File: src/rtl/riscv_trace_arb.sv
// Dual-core retire trace arbiter: each core's retire stream is buffered in its own FIFO
// and drained round-robin into one registered valid/ready stream tagged with core ID and sequence number.
module riscv_trace_arb #(
  parameter int unsigned DEPTH  = 4,
  parameter int unsigned DROP_W = 16
) (
  input  logic              clk_i,
  input  logic              rst_i,
  input  logic              enable_i,
  input  logic              flush_i,
  input  logic              core0_valid_i,
  input  logic [31:0]       core0_pc_i,
  input  logic [31:0]       core0_opcode_i,
  input  logic              core1_valid_i,
  input  logic [31:0]       core1_pc_i,
  input  logic [31:0]       core1_opcode_i,
  output logic              out_valid_o,
  input  logic              out_ready_i,
  output logic              out_core_o,
  output logic [7:0]        out_seq_o,
  output logic [31:0]       out_pc_o,
  output logic [31:0]       out_opcode_o,
  output logic [DROP_W-1:0] drop0_o,
  output logic [DROP_W-1:0] drop1_o
);

  localparam int unsigned AW = $clog2(DEPTH);

  typedef struct packed {
    logic [7:0]  seq;
    logic [31:0] pc;
    logic [31:0] opcode;
  } entry_t;

  logic [1:0]              in_valid;
  logic [1:0][31:0]        in_pc;
  logic [1:0][31:0]        in_opcode;
  logic [1:0]              empty;
  logic [1:0]              full;
  logic [1:0]              capture;
  logic [1:0]              push;
  logic [1:0]              pop;
  entry_t [1:0]            head;
  logic [1:0][DROP_W-1:0]  drop_cnt;
  logic                    last_grant;
  logic                    grant;
  logic                    load;

  assign in_valid  = {core1_valid_i, core0_valid_i};
  assign in_pc     = {core1_pc_i, core0_pc_i};
  assign in_opcode = {core1_opcode_i, core0_opcode_i};

  for (genvar n = 0; n < 2; n++) begin : g_core
    entry_t          mem [DEPTH];
    logic [AW:0]     wr_ptr;
    logic [AW:0]     rd_ptr;
    logic [7:0]      seq_q;
    logic [DROP_W-1:0] drop_q;

    assign empty[n]   = (wr_ptr == rd_ptr);
    assign full[n]    = (wr_ptr[AW] != rd_ptr[AW]) && (wr_ptr[AW-1:0] == rd_ptr[AW-1:0]);
    assign capture[n] = enable_i && in_valid[n];
    // Full is judged on pre-edge occupancy, so a pop in the same cycle does not make room.
    assign push[n]    = capture[n] && !full[n];
    assign head[n]    = mem[rd_ptr[AW-1:0]];
    assign drop_cnt[n] = drop_q;

    always_ff @(posedge clk_i or negedge rst_i) begin
      if (!rst_i) begin
        wr_ptr <= '0;
        rd_ptr <= '0;
        seq_q  <= '0;
        drop_q <= '0;
      end else if (flush_i) begin
        wr_ptr <= '0;
        rd_ptr <= '0;
        seq_q  <= '0;
        drop_q <= '0;
      end else begin
        if (push[n]) wr_ptr <= wr_ptr + 1'b1;
        if (pop[n]) rd_ptr <= rd_ptr + 1'b1;
        if (capture[n]) seq_q <= seq_q + 8'd1;
        if (capture[n] && full[n] && (drop_q != '1)) drop_q <= drop_q + 1'b1;
      end
    end

    always_ff @(posedge clk_i) begin
      if (push[n] && !flush_i) mem[wr_ptr[AW-1:0]] <= entry_t'{seq_q, in_pc[n], in_opcode[n]};
    end
  end

  always_comb begin
    load = (!out_valid_o || out_ready_i) && (empty != 2'b11);
    if (!empty[0] && !empty[1]) grant = ~last_grant;
    else grant = empty[0];
    pop = '0;
    if (load) pop = grant ? 2'b10 : 2'b01;
  end

  always_ff @(posedge clk_i or negedge rst_i) begin
    if (!rst_i) begin
      out_valid_o  <= 1'b0;
      out_core_o   <= 1'b0;
      out_seq_o    <= '0;
      out_pc_o     <= '0;
      out_opcode_o <= '0;
      last_grant   <= 1'b1;
    end else if (flush_i) begin
      out_valid_o <= 1'b0;
      last_grant  <= 1'b1;
    end else if (load) begin
      out_valid_o  <= 1'b1;
      out_core_o   <= grant;
      out_seq_o    <= head[grant].seq;
      out_pc_o     <= head[grant].pc;
      out_opcode_o <= head[grant].opcode;
      last_grant   <= grant;
    end else if (out_ready_i) begin
      out_valid_o <= 1'b0;
    end
  end

  assign drop0_o = drop_cnt[0];
  assign drop1_o = drop_cnt[1];

endmodule

File: config.mk
export PLATFORM = sky130hd
export DESIGN_NAME = riscv_trace_arb
export DESIGN_NICKNAME = d
export VERILOG_FILES = /design/src/rtl/riscv_trace_arb.sv
export SDC_FILE = /design/constraint.sdc
export NUM_CORES = 1
export LEC_CHECK = 0
export BUFFER_PORTS_ARGS = -buffer_cell sky130_fd_sc_hd__buf_2
export CAP_MARGIN = 0
export CORE_UTILIZATION = 43
export CTS_CLUSTER_SIZE = 25
export DETAILED_ROUTE_END_ITERATION = 16
export PLACE_DENSITY = 0.64
export SLEW_MARGIN = 10
export SYNTH_ARGS = -nofsm -noshare
export SYNTH_HDL_FRONTEND = slang
export SYNTH_SLANG_ARGS = --single-unit
File: constraint.sdc
create_clock -name clk_i -period 5.6 [get_ports clk_i]
set_input_delay 0.28 -clock clk_i [delete_from_list [all_inputs] [get_ports clk_i]]
set_output_delay 0.28 -clock clk_i [all_outputs]
set_load 0.02 [all_outputs]
* After elaboration in Yosys (flattened, before gate mapping)
Memories as Yosys holds them, arrays and structs flattened. Index checks and enable logic that the tools add are counted.
Cells by class: $add $sub $neg 8, $lt $le $gt $ge 1, eq/ne operators 9, multiplexer cells 30, bitwise operators 2, reductions and logical operators 32
Operators by type and width (count):
- two-way mux 72 bit | 2
- two-way mux 16 bit | 4
- adder 16 x 1 -> 16 bit, second input constant | 2
- two-way mux 8 bit | 4
- != test 16 bit, second input constant | 2
- two-way mux 3 bit | 8
- nonzero test 2 bit | 9
- adder 8 x 1 -> 8 bit, second input constant | 2
- logical AND 1 bit | 14
- adder 3 x 1 -> 3 bit, second input constant | 4
- two-way mux 1 bit | 10
- equality test 3 bit | 2
- zero test 1 bit | 6
- equality test 2 bit | 2
- two-way mux 2 bit | 2
- nonzero test 3 bit | 1
- less-than comparator 1 x 2 -> 1 bit, second input constant | 1
- != test 1 bit | 2
- != test 2 bit, second input constant | 1
- inverter 1 bit | 2
- AND reduction 2 bit | 1
- logical OR 1 bit | 1
Storage, ports and cells: register bits 135, RAM bits 576, input bits 135, output and inout bits 106, word-level logic and storage cells 98, memories 2
Memories:
- g_core[0].mem | depth 4, width 72, rd ports 1, clocked after Yosys merged registers in 0, write ports 1, line 54 | entry_t mem [DEPTH];
- g_core[1].mem | depth 4, width 72, rd ports 1, clocked after Yosys merged registers in 0, write ports 1, line 54

* Longest topological paths before layout
Gate-level depths: netlist (run 1).
depth in word-level cells 8, depth in mapped cells 8, gate-level depth less buffers 5

* Least setup slack after synthesis (run 1)
OpenSTA, ideal clock, no wires.
path type flip-flop to flip-flop, start register g_core[1].wr_ptr[0], end memory g_core[1].mem[0][0] in the netlist's numbering, enable pin, library setup time 0.438 ns, arrival 2.883 ns, data required time 5.162 ns, path slack 2.279 ns, stages on the path, launching flop included 5, path buffers 0, clock period less this slack 3.321 ns, cell sequence dfrtp_1 > xnor2_1 > a31oi_1 > nor2b_1 > and2_1
Between the ends: cells in the longest elaborated chain, start to end 7
Ends and longest elaborated chain:
- start: declaration | line 55 | logic [AW:0] wr_ptr;
- start signal: assignment | line 80 | if (push[n]) wr_ptr <= wr_ptr + 1'b1;
- equality test 2 bit | line 61 | assign full[n] = (wr_ptr[AW] != rd_ptr[AW]) && (wr_ptr[AW-1:0] == rd_ptr[AW-1:0]);
- logical AND 1 bit | line 61
- zero test 1 bit | line 64 | assign push[n] = capture[n] && !full[n];
- logical AND 1 bit | line 64
- logical AND 1 bit | line 88 | if (push[n] && !flush_i) mem[wr_ptr[AW-1:0]] <= entry_t'{seq_q, in_pc[n], in_opcode[n]};
- two-way mux 1 bit | line 88
- two-way mux 1 bit (not written as such) | line 88
- end: declaration | line 54
Parallel ways exist; a longest one is shown, timed or not.

* Final worst setup path (run 1)
start register g_core[0].rd_ptr[0], end memory g_core[0].mem[3][30] in the netlist's numbering, enable pin
Between the ends: cells in the longest elaborated chain, start to end 7
Ends and longest elaborated chain:
- start: declaration | line 56 | logic [AW:0] rd_ptr;
- start signal: assignment | line 81 | if (pop[n]) rd_ptr <= rd_ptr + 1'b1;
- equality test 2 bit | line 61
- logical AND 1 bit | line 61
- zero test 1 bit | line 64
- logical AND 1 bit | line 64
- logical AND 1 bit | line 88
- two-way mux 1 bit | line 88
- two-way mux 1 bit (not written as such) | line 88
- end: declaration | line 54
Every way passes these cells.

==> results.sh, run 1 <==
export IMPL_outcome="finished clean"
export IMPL_fp_dieArea_um2=64700
export IMPL_holdBufCountCts=130
export IMPL_vias=14900
export IMPL_synth_warnings=0
export IMPL_start_kind="register"
export IMPL_first_global_vias=15305
export IMPL_cts_root_buf="clkbuf_16"
export IMPL_ios=241
export IMPL_placed_cells=2539
export IMPL_initial_utilization_pct=43.5
export IMPL_syn_area_per_cell_um2=18.1
export IMPL_final_nets=2051
export IMPL_drc=0
export IMPL_critPathLaunch="g_core[0].rd_ptr[0]$_DFFE_PN0P_"
export IMPL_power_density_nw_per_um2=446
export IMPL_netlist_instances=1515
export IMPL_core_um2=63000
export IMPL_synthArstFlopShare_pct=19.0
export IMPL_drive_gt1_share_pct=27.4
export IMPL_finalSetupViolations=0
export IMPL_cts_tree="built"
export IMPL_path_max_fanout=58
export IMPL_clock_sinks=711
export IMPL_routed_wl_um=62700
export IMPL_ant_nets=0
export IMPL_clkTransAtPathRegs_ns=0.06
export IMPL_gp_congestion=0.782
export IMPL_overflow=0
export IMPL_io_buffers=240
export IMPL_worst_slew_pin_slew_ns=1.09
export IMPL_wl_per_cell_um=22.3
export IMPL_worstSetupPathType="reg2reg"
export IMPL_hpwl_um=37900
export IMPL_r2r_end="g_core[0].mem[3][30]$_DFFE_PP_"
export IMPL_antenna_found_initial=11
export IMPL_ys_seq_elements=711
export IMPL_p_clk_share_pct=33.8
export IMPL_cts_resized=0
export IMPL_cap_viol_max_count=0
export IMPL_dieHeight_um=254
export IMPL_period_minus_slack_ns=3.56
export IMPL_grt_max_degree=73
export IMPL_viasPerCell=5.29
export IMPL_grt_usage_pct=19.9
export IMPL_clock_latency_ns=0.62
export IMPL_finalCritPeriodShare_pct=63.5
export IMPL_r2r_start="g_core[0].rd_ptr[0]$_DFFE_PN0P_"
export IMPL_yosysSeqAreaShare_pct=75.4
export IMPL_p_leak_nw=11.6
export IMPL_power_frac_seq_pct=43.5
export IMPL_synth_cell_types=47
export IMPL_h_tree_depth=3
export IMPL_p_int_mw=10.5
export IMPL_hp_class="in2reg"
export IMPL_crit_path_end="g_core[0].mem[3][30]$_DFFE_PP_"
export IMPL_pwr_share_comb_pct=22.6
export IMPL_crit_required_ns=5.89
export IMPL_power_switching_mw=4.40
export IMPL_final_cells=2815
export IMPL_cts_buffer_depth=3
export IMPL_mappedNetlistNets=1664
export IMPL_r2r_cells=5
export IMPL_cp_slowest_cell="dfrtp_4"
export IMPL_drt_first_pass_iters=5
export IMPL_path_cells="xnor2_1, a31oi_1, nor2b_1, and2_4, buf_4"
export IMPL_drtIter0Drc=1046
export IMPL_cts_buffers=77
export IMPL_rows=92
export IMPL_rsz0062_at_grt="false"
export IMPL_critPathCaptureType="register"
export IMPL_synth_cell_area_um2=27400
export IMPL_hold_viol_final=0
export IMPL_cts_setup_buffers=0
export IMPL_fill_cells=5003
export IMPL_grt_pass1_wl_um=94700
export IMPL_critPathMaxStageDelay_ns=0.91
export IMPL_synthFlopType="edfxtp_1"
export IMPL_relSlewSlack_pct=27.0
export IMPL_worst_r2r_setup_slack_ns=2.04
export IMPL_synth_edf_count=576
export IMPL_clock_skew_ns=0.0229
export IMPL_syn2layout_area_growth_pct=21.7
export IMPL_ir_worst_vdd_v=0.000374
export IMPL_critPathArrivalTime_ns=3.85
export IMPL_final_core_util_pct=53.0
export IMPL_sw_frac_of_total_pct=29.6
export IMPL_max_freq_mhz=281
export IMPL_tns_ns=0
export IMPL_die_w_um=254
export IMPL_slew_viol_final=0
==> logic make-up after synthesis <==
logic type,share of synthesized area (%)
mux,12.1
fa+ha+maj,0.639
xor+xnor,1.63
flops,75.4
buf+inv,1.42
compound gates,2.62
simple gates,6.10
==> Yosys cell counts (2+ instances only) <==
cell type / instances / area share (%)
and3_1: 5 / 0.11
mux2i_1: 5 / 0.18
nor2b_1: 6 / 0.14
a211oi_1: 8 / 0.22
or2_2: 2 / 0.046
a21oi_1: 12 / 0.22
buf_2: 36 / 0.66
inv_1: 10 / 0.14
mux2_1: 2 / 0.082
or3_1: 2 / 0.046
nand3_1: 19 / 0.35
and4_1: 5 / 0.16
ha_1: 14 / 0.64
and4_4: 2 / 0.082
mux4_2: 144 / 12
nand2b_1: 3 / 0.068
clkbuf_1: 39 / 0.53
nor4_1: 8 / 0.18
dfrtp_1: 134 / 12
xor2_1: 15 / 0.48
o21ai_0: 4 / 0.073
edfxtp_1: 576 / 63
or4_1: 2 / 0.055
buf_1: 4 / 0.055
nand2_1: 170 / 2.3
xnor2_1: 36 / 1.2
a31oi_1: 76 / 1.7
nor2_1: 134 / 1.8
nor3_1: 5 / 0.091
nand4_1: 10 / 0.23
and2_1: 11 / 0.25
==> state kept, by name, summed over array words and instances, names as in the netlist, 6 cells and up <==
register / count
out_opcode_o: 32
drop0_o: 16
g_core.wr_ptr: 6
g_core.mem: 576
g_core.rd_ptr: 6
out_pc_o: 32
out_seq_o: 8
drop1_o: 16
g_core.seq_q: 16
==> stage by stage <==
stage                     hold slack, ns  setup WS [ns]  power [mW]  area (um2)
after floorplan                  -0.0156           2.28        8.76       27400
after detailed placement           0.364           2.01        9.92       29500
after global placement             0.357           2.10        9.85       29500
after global routing              0.0598           1.77        15.5       33400
final                             0.0830           2.04        14.9       33400
after CTS                         0.0462           1.99        15.0       33300
==> worst max-delay path, delay by kind of cell (launching register included) <==
family	cells	cell delay, ns
DFF	1	0.91
xor gates and xnor gates	1	0.23
buffers and inverters	1	0.40
and+or+nand+nor	2	1.20
AOI/OAI and AO/OA	1	0.45
==> power groups by stage <==
stage | Combinational, mW | Sequential, mW | Clock [mW]
3_5_place_dp | 3.33 | 6.60 | 0
5_1_grt | 3.66 | 6.53 | 5.32
4_1_cts | 3.42 | 6.49 | 5.13
2_1_floorplan | 2.08 | 6.67 | 0
6_report | 3.37 | 6.47 | 5.03
3_3_place_gp | 3.27 | 6.58 | 0
==> cell type report <==
type	count	area, um2	area share, %
clock inverters	35	380	1.14
diodes	4	10.0	0.0300
flip-flops and latches	711	20700	62.0
repair buffers	388	2660	7.96
inverters	10	37.5	0.113
well taps	846	1060	3.17
clock buffers	107	2150	6.45
multi-input cells	714	6370	19.1
==> per-layer routing <==
| layer | part of all wire, % | up-vias | track usage (%) |
|---|---|---|---|
| li1 | - | 6677 | - |
| met1 | 43 | 7695 | 26.9 |
| met2 | 49 | 414 | 32.6 |
| met3 | 6.0 | 98 | 4.48 |
| met4 | 1.8 | 16 | 5.03 |
| met5 | 0.16 | - | 0 |
==> cells in the final DEF, fill, tap and decap left out, types with 6 or more instances in the layout <==
| master | netlist | routed |
|---|---|---|
| bufinv_16 | 0 | 7 |
| nor2b_1 | 6 | 6 |
| buf_4 | 0 | 17 |
| a211oi_1 | 8 | 8 |
| nor2_1 | 134 | 134 |
| inv_1 | 10 | 10 |
| dlygate4sd3_1 | 0 | 130 |
| nand4_1 | 10 | 10 |
| dfrtp_1 | 134 | 130 |
| a21oi_1 | 12 | 12 |
| xnor2_1 | 36 | 36 |
| nor4_1 | 8 | 8 |
| and2_4 | 0 | 8 |
| clkbuf_8 | 0 | 7 |
| xor2_1 | 15 | 15 |
| mux4_2 | 144 | 144 |
| buf_2 | 36 | 239 |
| a31oi_1 | 76 | 76 |
| ha_1 | 14 | 14 |
| clkinv_1 | 0 | 8 |
| clkbuf_1 | 39 | 21 |
| nand3_1 | 19 | 19 |
| edfxtp_1 | 576 | 576 |
| nand2_1 | 170 | 170 |
| clkbuf_16 | 0 | 79 |
| clkinv_2 | 0 | 15 |
==> worst min-delay path by stage <==
stage	to	slack, ns	startpoint	depth (start not counted)
6_report	g_core[0].seq_q[1]$_DFFE_PN0P_	0.08	core0_valid_i	4
5_1_grt	g_core[0].seq_q[1]$_DFFE_PN0P_	0.06	core0_valid_i	4
4_1_cts	g_core[0].seq_q[1]$_DFFE_PN0P_	0.05	core0_valid_i	4
3_5_place_dp	drop0_o[14]$_DFFE_PN0P_	0.36	rst_i	1
3_3_place_gp	drop0_o[14]$_DFFE_PN0P_	0.36	rst_i	1
2_1_floorplan	drop0_o[0]$_DFFE_PN0P_	-0.02	rst_i	0
Note: power is estimated with default switching activity, not from simulation.
==> run 2, diff against run 1 <==
--- a/config.mk
+++ b/config.mk
@@ -5,12 +5,13 @@
 export SDC_FILE = /design/constraint.sdc
 export NUM_CORES = 1
 export LEC_CHECK = 0
+export ABC_AREA = 1
 export BUFFER_PORTS_ARGS = -buffer_cell sky130_fd_sc_hd__buf_2
 export CAP_MARGIN = 0
 export CORE_UTILIZATION = 43
 export CTS_CLUSTER_SIZE = 25
 export DETAILED_ROUTE_END_ITERATION = 16
-export PLACE_DENSITY = 0.64
+export PLACE_DENSITY = 0.66
 export SLEW_MARGIN = 10
 export SYNTH_ARGS = -nofsm -noshare
 export SYNTH_HDL_FRONTEND = slang
==> constraint.sdc (replaced) <==
create_clock -name clk_i -period 3.1 [get_ports clk_i]
set_input_delay 0.155 -clock clk_i [delete_from_list [all_inputs] [get_ports clk_i]]
set_output_delay 0.155 -clock clk_i [all_outputs]
set_load 0.02 [all_outputs]
==> results.sh, run 2 <==
export IMPL_outcome="finished clean"
export IMPL_critPathMaxStageDelay_ns=0.44
export IMPL_synth_edf_count=576
export IMPL_fill_cells=5753
export IMPL_clock_sinks=711
export IMPL_synth_most_common_cell="edfxtp_1"
export IMPL_yosys_area_top_type_share_pct=59.4
export IMPL_worstSetupPathType="reg2reg"
export IMPL_cap_viol_max_count=0
export IMPL_critPathCaptureType="register"
export IMPL_initial_utilization_pct=43.4
export IMPL_mappedNetlistNets=2705
export IMPL_final_common_cell="edfxtp_1"
export IMPL_drtIter0Drc=1990
export IMPL_io_buffers=240
export IMPL_max_freq_mhz=409
export IMPL_syn_area_per_cell_um2=11.4
export IMPL_finalSetupViolations=0
export IMPL_min_to="g_core[0].seq_q[1]$_DFFE_PN0P_"
export IMPL_hp_class="in2reg"
export IMPL_synthArstFlopShare_pct=19.0
export IMPL_yosys_area_top_type="edfxtp_1"
export IMPL_path_cells="inv_1, nand2_1, nand2_1, nand3_1, nand2_1, inv_1, nand2_1, nor2_4, buf_12"
export IMPL_cp_common_cell="nand2_1"
export IMPL_r2r_cells=9
export IMPL_clock_latency_ns=0.62
export IMPL_grt_max_degree=145
export IMPL_yosysSeqAreaShare_pct=71.0
export IMPL_fp_dieArea_um2=68700
export IMPL_dieHeight_um=262
export IMPL_first_global_vias=19896
export IMPL_slew_viol_final=0
export IMPL_power_density_nw_per_um2=859
export IMPL_synth_cell_types=29
export IMPL_final_cell_mix="edfxtp_1, nand2_1, nor2_1"
export IMPL_grt_pass1_wl_um=113000
export IMPL_gp_congestion=0.865
export IMPL_hold_viol_final=0
export IMPL_crit_buf_inv=3
export IMPL_synthFlopType="edfxtp_1"
export IMPL_placed_cells=3558
export IMPL_overflow=0
export IMPL_period_minus_slack_ns=2.44
export IMPL_h_tree_depth=3
export IMPL_hold_path_startpoint="core0_valid_i"
export IMPL_die_w_um=262
export IMPL_final_cells=3827
export IMPL_critPathArrivalTime_ns=2.71
export IMPL_netlist_instances=2556
export IMPL_wl_per_cell_um=19.5
export IMPL_synth_area_leaders="edfxtp_1, dfrtp_1, nand2_1"
export IMPL_syn2layout_area_growth_pct=20.1
export IMPL_tns_ns=0
export IMPL_hold_depth=4
export IMPL_rsz0062_at_grt="false"
export IMPL_cp_slowest_cell="nor2_4"
export IMPL_grt_usage_pct=21.5
export IMPL_vias=20359
export IMPL_cts_tree="built"
export IMPL_drive_gt1_share_pct=13.8
export IMPL_relSlewSlack_pct=37.3
export IMPL_cts_root_buf="clkbuf_16"
export IMPL_antenna_found_initial=3
export IMPL_r2r_end="g_core[0].mem[0][40]$_DFFE_PP_"
export IMPL_rows=95
export IMPL_cts_resized=0
export IMPL_crit_family="simple AND/OR/NAND/NOR gates"
export IMPL_clock_skew_ns=0.0245
export IMPL_cts_buffers=74
export IMPL_clkTransAtPathRegs_ns=0.06
export IMPL_start_kind="register"
export IMPL_ios=241
export IMPL_final_core_util_pct=52.2
export IMPL_final_nets=3040
export IMPL_p_leak_nw=13.7
export IMPL_worst_r2r_setup_slack_ns=0.66
export IMPL_ant_nets=0
export IMPL_viasPerCell=5.32
export IMPL_r2r_start="g_core[0].wr_ptr[0]$_DFFE_PN0P_"
export IMPL_finalCritPeriodShare_pct=78.8
export IMPL_cts_setup_buffers=0
export IMPL_ir_worst_vdd_v=0.000900
export IMPL_synth_cell_area_um2=29100
export IMPL_largest_reg_flops=576
export IMPL_ys_seq_elements=711
export IMPL_routed_wl_um=74600
export IMPL_core_um2=67000
export IMPL_drc=0
export IMPL_drt_first_pass_iters=6
export IMPL_path_max_fanout=48
export IMPL_cts_buffer_depth=3
export IMPL_hpwl_um=46000
export IMPL_crit_required_ns=3.37
export IMPL_synth_warnings=0
export IMPL_synth_common_cells="edfxtp_1, nand2_1, nor2_1"
export IMPL_worst_slew_pin_slew_ns=0.940
[run 2: cell type report]
| type | instances | area, um2 | share of cell area, % |
|---|---|---|---|
| flip-flops and latches | 711 | 20700 | 59.2 |
| multi-input cells | 1629 | 7430 | 21.2 |
| repair buffers | 407 | 3000 | 8.58 |
| clock buffers | 100 | 1980 | 5.67 |
| well taps | 873 | 1090 | 3.12 |
| clock inverters | 37 | 512 | 1.46 |
| inverters | 68 | 260 | 0.744 |
| diodes | 2 | 5.00 | 0.0143 |
[run 2: how the worst max path moves through the flow]
stage / slack, ns / to / cells after the start / start
floorplan: -0.30 / g_core[1].mem[0][0]$_DFFE_PP_ / 8 / g_core[1].rd_ptr[0]$_DFFE_PN0P_
global placement: 0.73 / g_core[0].mem[1][35]$_DFFE_PP_ / 8 / g_core[0].rd_ptr[0]$_DFFE_PN0P_
detailed placement: 0.68 / g_core[0].mem[0][35]$_DFFE_PP_ / 9 / g_core[0].wr_ptr[0]$_DFFE_PN0P_
CTS: 0.66 / g_core[1].mem[2][53]$_DFFE_PP_ / 9 / g_core[1].rd_ptr[0]$_DFFE_PN0P_
global route: 0.46 / g_core[0].mem[2][40]$_DFFE_PP_ / 9 / g_core[0].wr_ptr[0]$_DFFE_PN0P_
finish: 0.66 / g_core[0].mem[0][40]$_DFFE_PP_ / 9 / g_core[0].wr_ptr[0]$_DFFE_PN0P_
[run 2: timing repair]
item                                    in CTS  in global routing
endpoints found under the setup margin       0                  0
hold endpoints to repair                   590                  0
hold buffers                               130                  0
[run 2: stage by stage]
step	area [um2]	hold slack, ns	setup WS [ns]	total power, mW
floorplan	29100	-0.141	-0.298	17.8
global placement	31200	0.276	0.726	20.8
detailed placement	31200	0.275	0.682	20.9
CTS	35000	0.0230	0.657	30.2
global route	35000	0.107	0.462	31.5
finish	35000	0.0539	0.658	30.0
[run 2: layer usage]
| metal | routed length (um) | share of wire [%] | up-vias | GRT usage, % |
|---|---|---|---|---|
| met5 | 0 | 0 | - | 0 |
| met4 | 2080 | 2.8 | 0 | 6.81 |
| met3 | 4860 | 6.5 | 125 | 4.16 |
| met2 | 37800 | 51 | 702 | 37.3 |
| met1 | 29800 | 40 | 9967 | 27.0 |
| li1 | - | - | 9565 | - |
[run 2: power by group]
group          switching, mW  leakage, nW  internal (mW)  total [mW]
logic                   6.72         5.50           2.70        9.42
registers              0.478         7.01           11.0        11.5
clock network           3.61         1.21           5.52        9.13
[run 2: kinds of logic (layout without fill, tap and decap cells)]
| family | count (synthesis) | after routing | share of synthesized area (%) |
|---|---|---|---|
| buffers and inverters | 216 | 612 | 3.68 |
| adders and majority gates | 14 | 14 | 0.602 |
| other | 0 | 2 | 0 |
| and+or+nand+nor | 1132 | 1132 | 15.8 |
| AOI/OAI and AO/OA | 461 | 461 | 8.26 |
| DFF | 711 | 711 | 71.0 |
| xor gates and xnor gates | 22 | 22 | 0.662 |
[run 2: worst min-delay path, delay by kind of cell]
family / cells / cell delay (ns)
buf+inv: 1 / 0.07
simple gates: 3 / 0.38
==> run 3, diff against run 2 <==
--- a/config.mk
+++ b/config.mk
@@ -11,7 +11,7 @@
 export CORE_UTILIZATION = 43
 export CTS_CLUSTER_SIZE = 25
 export DETAILED_ROUTE_END_ITERATION = 16
-export PLACE_DENSITY = 0.66
+export PLACE_DENSITY = 0.64
 export SLEW_MARGIN = 10
 export SYNTH_ARGS = -nofsm -noshare
 export SYNTH_HDL_FRONTEND = slang
==> constraint.sdc (replaced) <==
create_clock -name clk_i -period 2.47 [get_ports clk_i]
set_input_delay 0.1235 -clock clk_i [delete_from_list [all_inputs] [get_ports clk_i]]
set_output_delay 0.1235 -clock clk_i [all_outputs]
set_load 0.02 [all_outputs]
==> results.sh, run 3 (synthesis results as in run 2) <==
export IMPL_outcome="finished clean"
export IMPL_cp_slowest_cell="dfrtp_4"
export IMPL_cts_tree="built"
export IMPL_critPathMaxStageDelay_ns=0.53
export IMPL_grt_max_degree=146
export IMPL_cap_viol_max_count=0
export IMPL_critPathCaptureType="register"
export IMPL_viasPerCell=5.34
export IMPL_relSlewSlack_pct=42.2
export IMPL_grt_usage_pct=22.0
export IMPL_clock_skew_ns=0.0251
export IMPL_vias=20575
export IMPL_initial_utilization_pct=43.4
export IMPL_finalSetupViolations=0
export IMPL_fp_dieArea_um2=68700
export IMPL_holdBufCountCts=131
export IMPL_hpwl_um=49200
export IMPL_antenna_found_initial=3
export IMPL_first_global_vias=20175
export IMPL_hold_ws_ns=0.0256
export IMPL_start_kind="register"
export IMPL_drive_gt1_share_pct=15.1
export IMPL_final_nets=3075
export IMPL_ios=241
export IMPL_path_max_fanout=52
export IMPL_drtIter0Drc=1808
export IMPL_period_minus_slack_ns=2.21
export IMPL_power_density_nw_per_um2=1060
export IMPL_crit_required_ns=3.01
export IMPL_grt_pass1_wl_um=115000
export IMPL_finalCritPeriodShare_pct=89.5
export IMPL_rows=95
export IMPL_ant_nets=0
export IMPL_critPathArrivalTime_ns=2.75
export IMPL_cts_buffer_depth=3
export IMPL_core_um2=67000
export IMPL_syn2layout_area_growth_pct=21.4
export IMPL_drc=0
export IMPL_slew_viol_final=0
export IMPL_worstSetupPathType="reg2reg"
export IMPL_cts_buffers=75
export IMPL_cp_common_cell="nand2_1"
export IMPL_p_leak_nw=13.9
export IMPL_io_buffers=240
export IMPL_worst_slew_pin_slew_ns=0.867
export IMPL_wl_per_cell_um=19.8
export IMPL_ir_worst_vdd_v=0.000778
export IMPL_final_common_cell="edfxtp_1"
export IMPL_final_cell_mix="edfxtp_1, nand2_1, nor2_1"
export IMPL_h_tree_depth=3
export IMPL_dieHeight_um=262
export IMPL_overflow=0
export IMPL_clkTransAtPathRegs_ns=0.06
export IMPL_clock_latency_ns=0.61
export IMPL_gp_congestion=0.845
export IMPL_routed_wl_um=76500
export IMPL_hold_viol_final=0
export IMPL_cts_resized=0
export IMPL_cts_setup_buffers=0
export IMPL_die_w_um=262
export IMPL_drt_first_pass_iters=5
export IMPL_max_freq_mhz=452
export IMPL_hp_class="in2async"
export IMPL_cts_root_buf="clkbuf_16"
export IMPL_path_cells="inv_4, nand2_1, nand2_2, nand2_1, nor2_1, nand2_1, nand3_4, buf_4, nand2_1, nand2_1"
export IMPL_tns_ns=0
export IMPL_largest_reg_flops=576
export IMPL_rsz0062_at_grt="false"
export IMPL_clock_sinks=711
-- run 3: cell types whose count changed in the layout (fill, tap and decap cells not counted), sizes merged --
cell / previous run / this run
inv: 69 / 68
bufinv: 12 / 5
dlygate4sd3: 130 / 131
buf: 277 / 310
clkinvlp: 0 / 2
clkbuf: 100 / 104
clkinv: 24 / 21
-- run 3: area by class of cell --
cell class / count / area, um2
Antenna cell: 2 / 5.00
Clock buffer: 104 / 2080
Clock inverter: 28 / 298
Fill cell: 5677 / 31700
Inverter: 68 / 260
Multi-Input combinational cell: 1629 / 7460
Sequential cell: 711 / 20700
Tap cell: 873 / 1090
Timing Repair Buffer: 441 / 3460
-- run 3: path summary, 6_finish.rpt --
path / start / to / slack [ns] / cells past startpoint
max in group asynchronous: rst_i / g_core[1].seq_q[0]$_DFFE_PN0P_ / 1.77 / 3
min in group clk_i: enable_i / g_core[0].seq_q[1]$_DFFE_PN0P_ / 0.04 / 4
min: rst_i / out_pc_o[13]$_DFFE_PN0P_ / 0.03 / 2
min reg2reg: out_pc_o[13]$_DFFE_PN0P_ / out_pc_o[13]$_DFFE_PN0P_ / 0.48 / 2
max reg2reg: g_core[1].rd_ptr[0]$_DFFE_PN0P_ / out_opcode_o[24]$_DFFE_PN0P_ / 0.26 / 10
max: g_core[1].rd_ptr[0]$_DFFE_PN0P_ / out_opcode_o[24]$_DFFE_PN0P_ / 0.26 / 10
-- run 3: layer usage --
metal  part of all wire (%)  global-route usage (%)
met1                     39                    27.6
met3                    6.7                    3.39
met4                    3.4                    8.49
met2                     51                    38.2
met5                  0.029                       0
-- run 3: power by group --
| part | switching [mW] | internal [mW] | total [mW] |
|---|---|---|---|
| registers | 0.618 | 13.8 | 14.4 |
| logic | 8.50 | 3.57 | 12.1 |
| clock network | 4.54 | 6.41 | 10.9 |
-- run 3: worst max-delay path, delay by kind of cell (launching register included) --
kind          cells  cell delay, ns
simple gates      8            0.98
buf+inv           2            0.57
flops             1            0.53
-- run 3: through the flow --
stage	worst slack, ns	instances	util, %	power [mW]	cell area [um2]
final	0.258	3856	52.7	37.4	35300
after global routing	0.163	3854	52.7	39.3	35300
after CTS	0.300	3854	52.7	37.6	35300
after detailed placement	0.353	3591	47.2	26.5	31600
after global placement	0.372	3591	47.2	26.2	31600
after floorplan	-0.0321	2556	-	22.3	29200
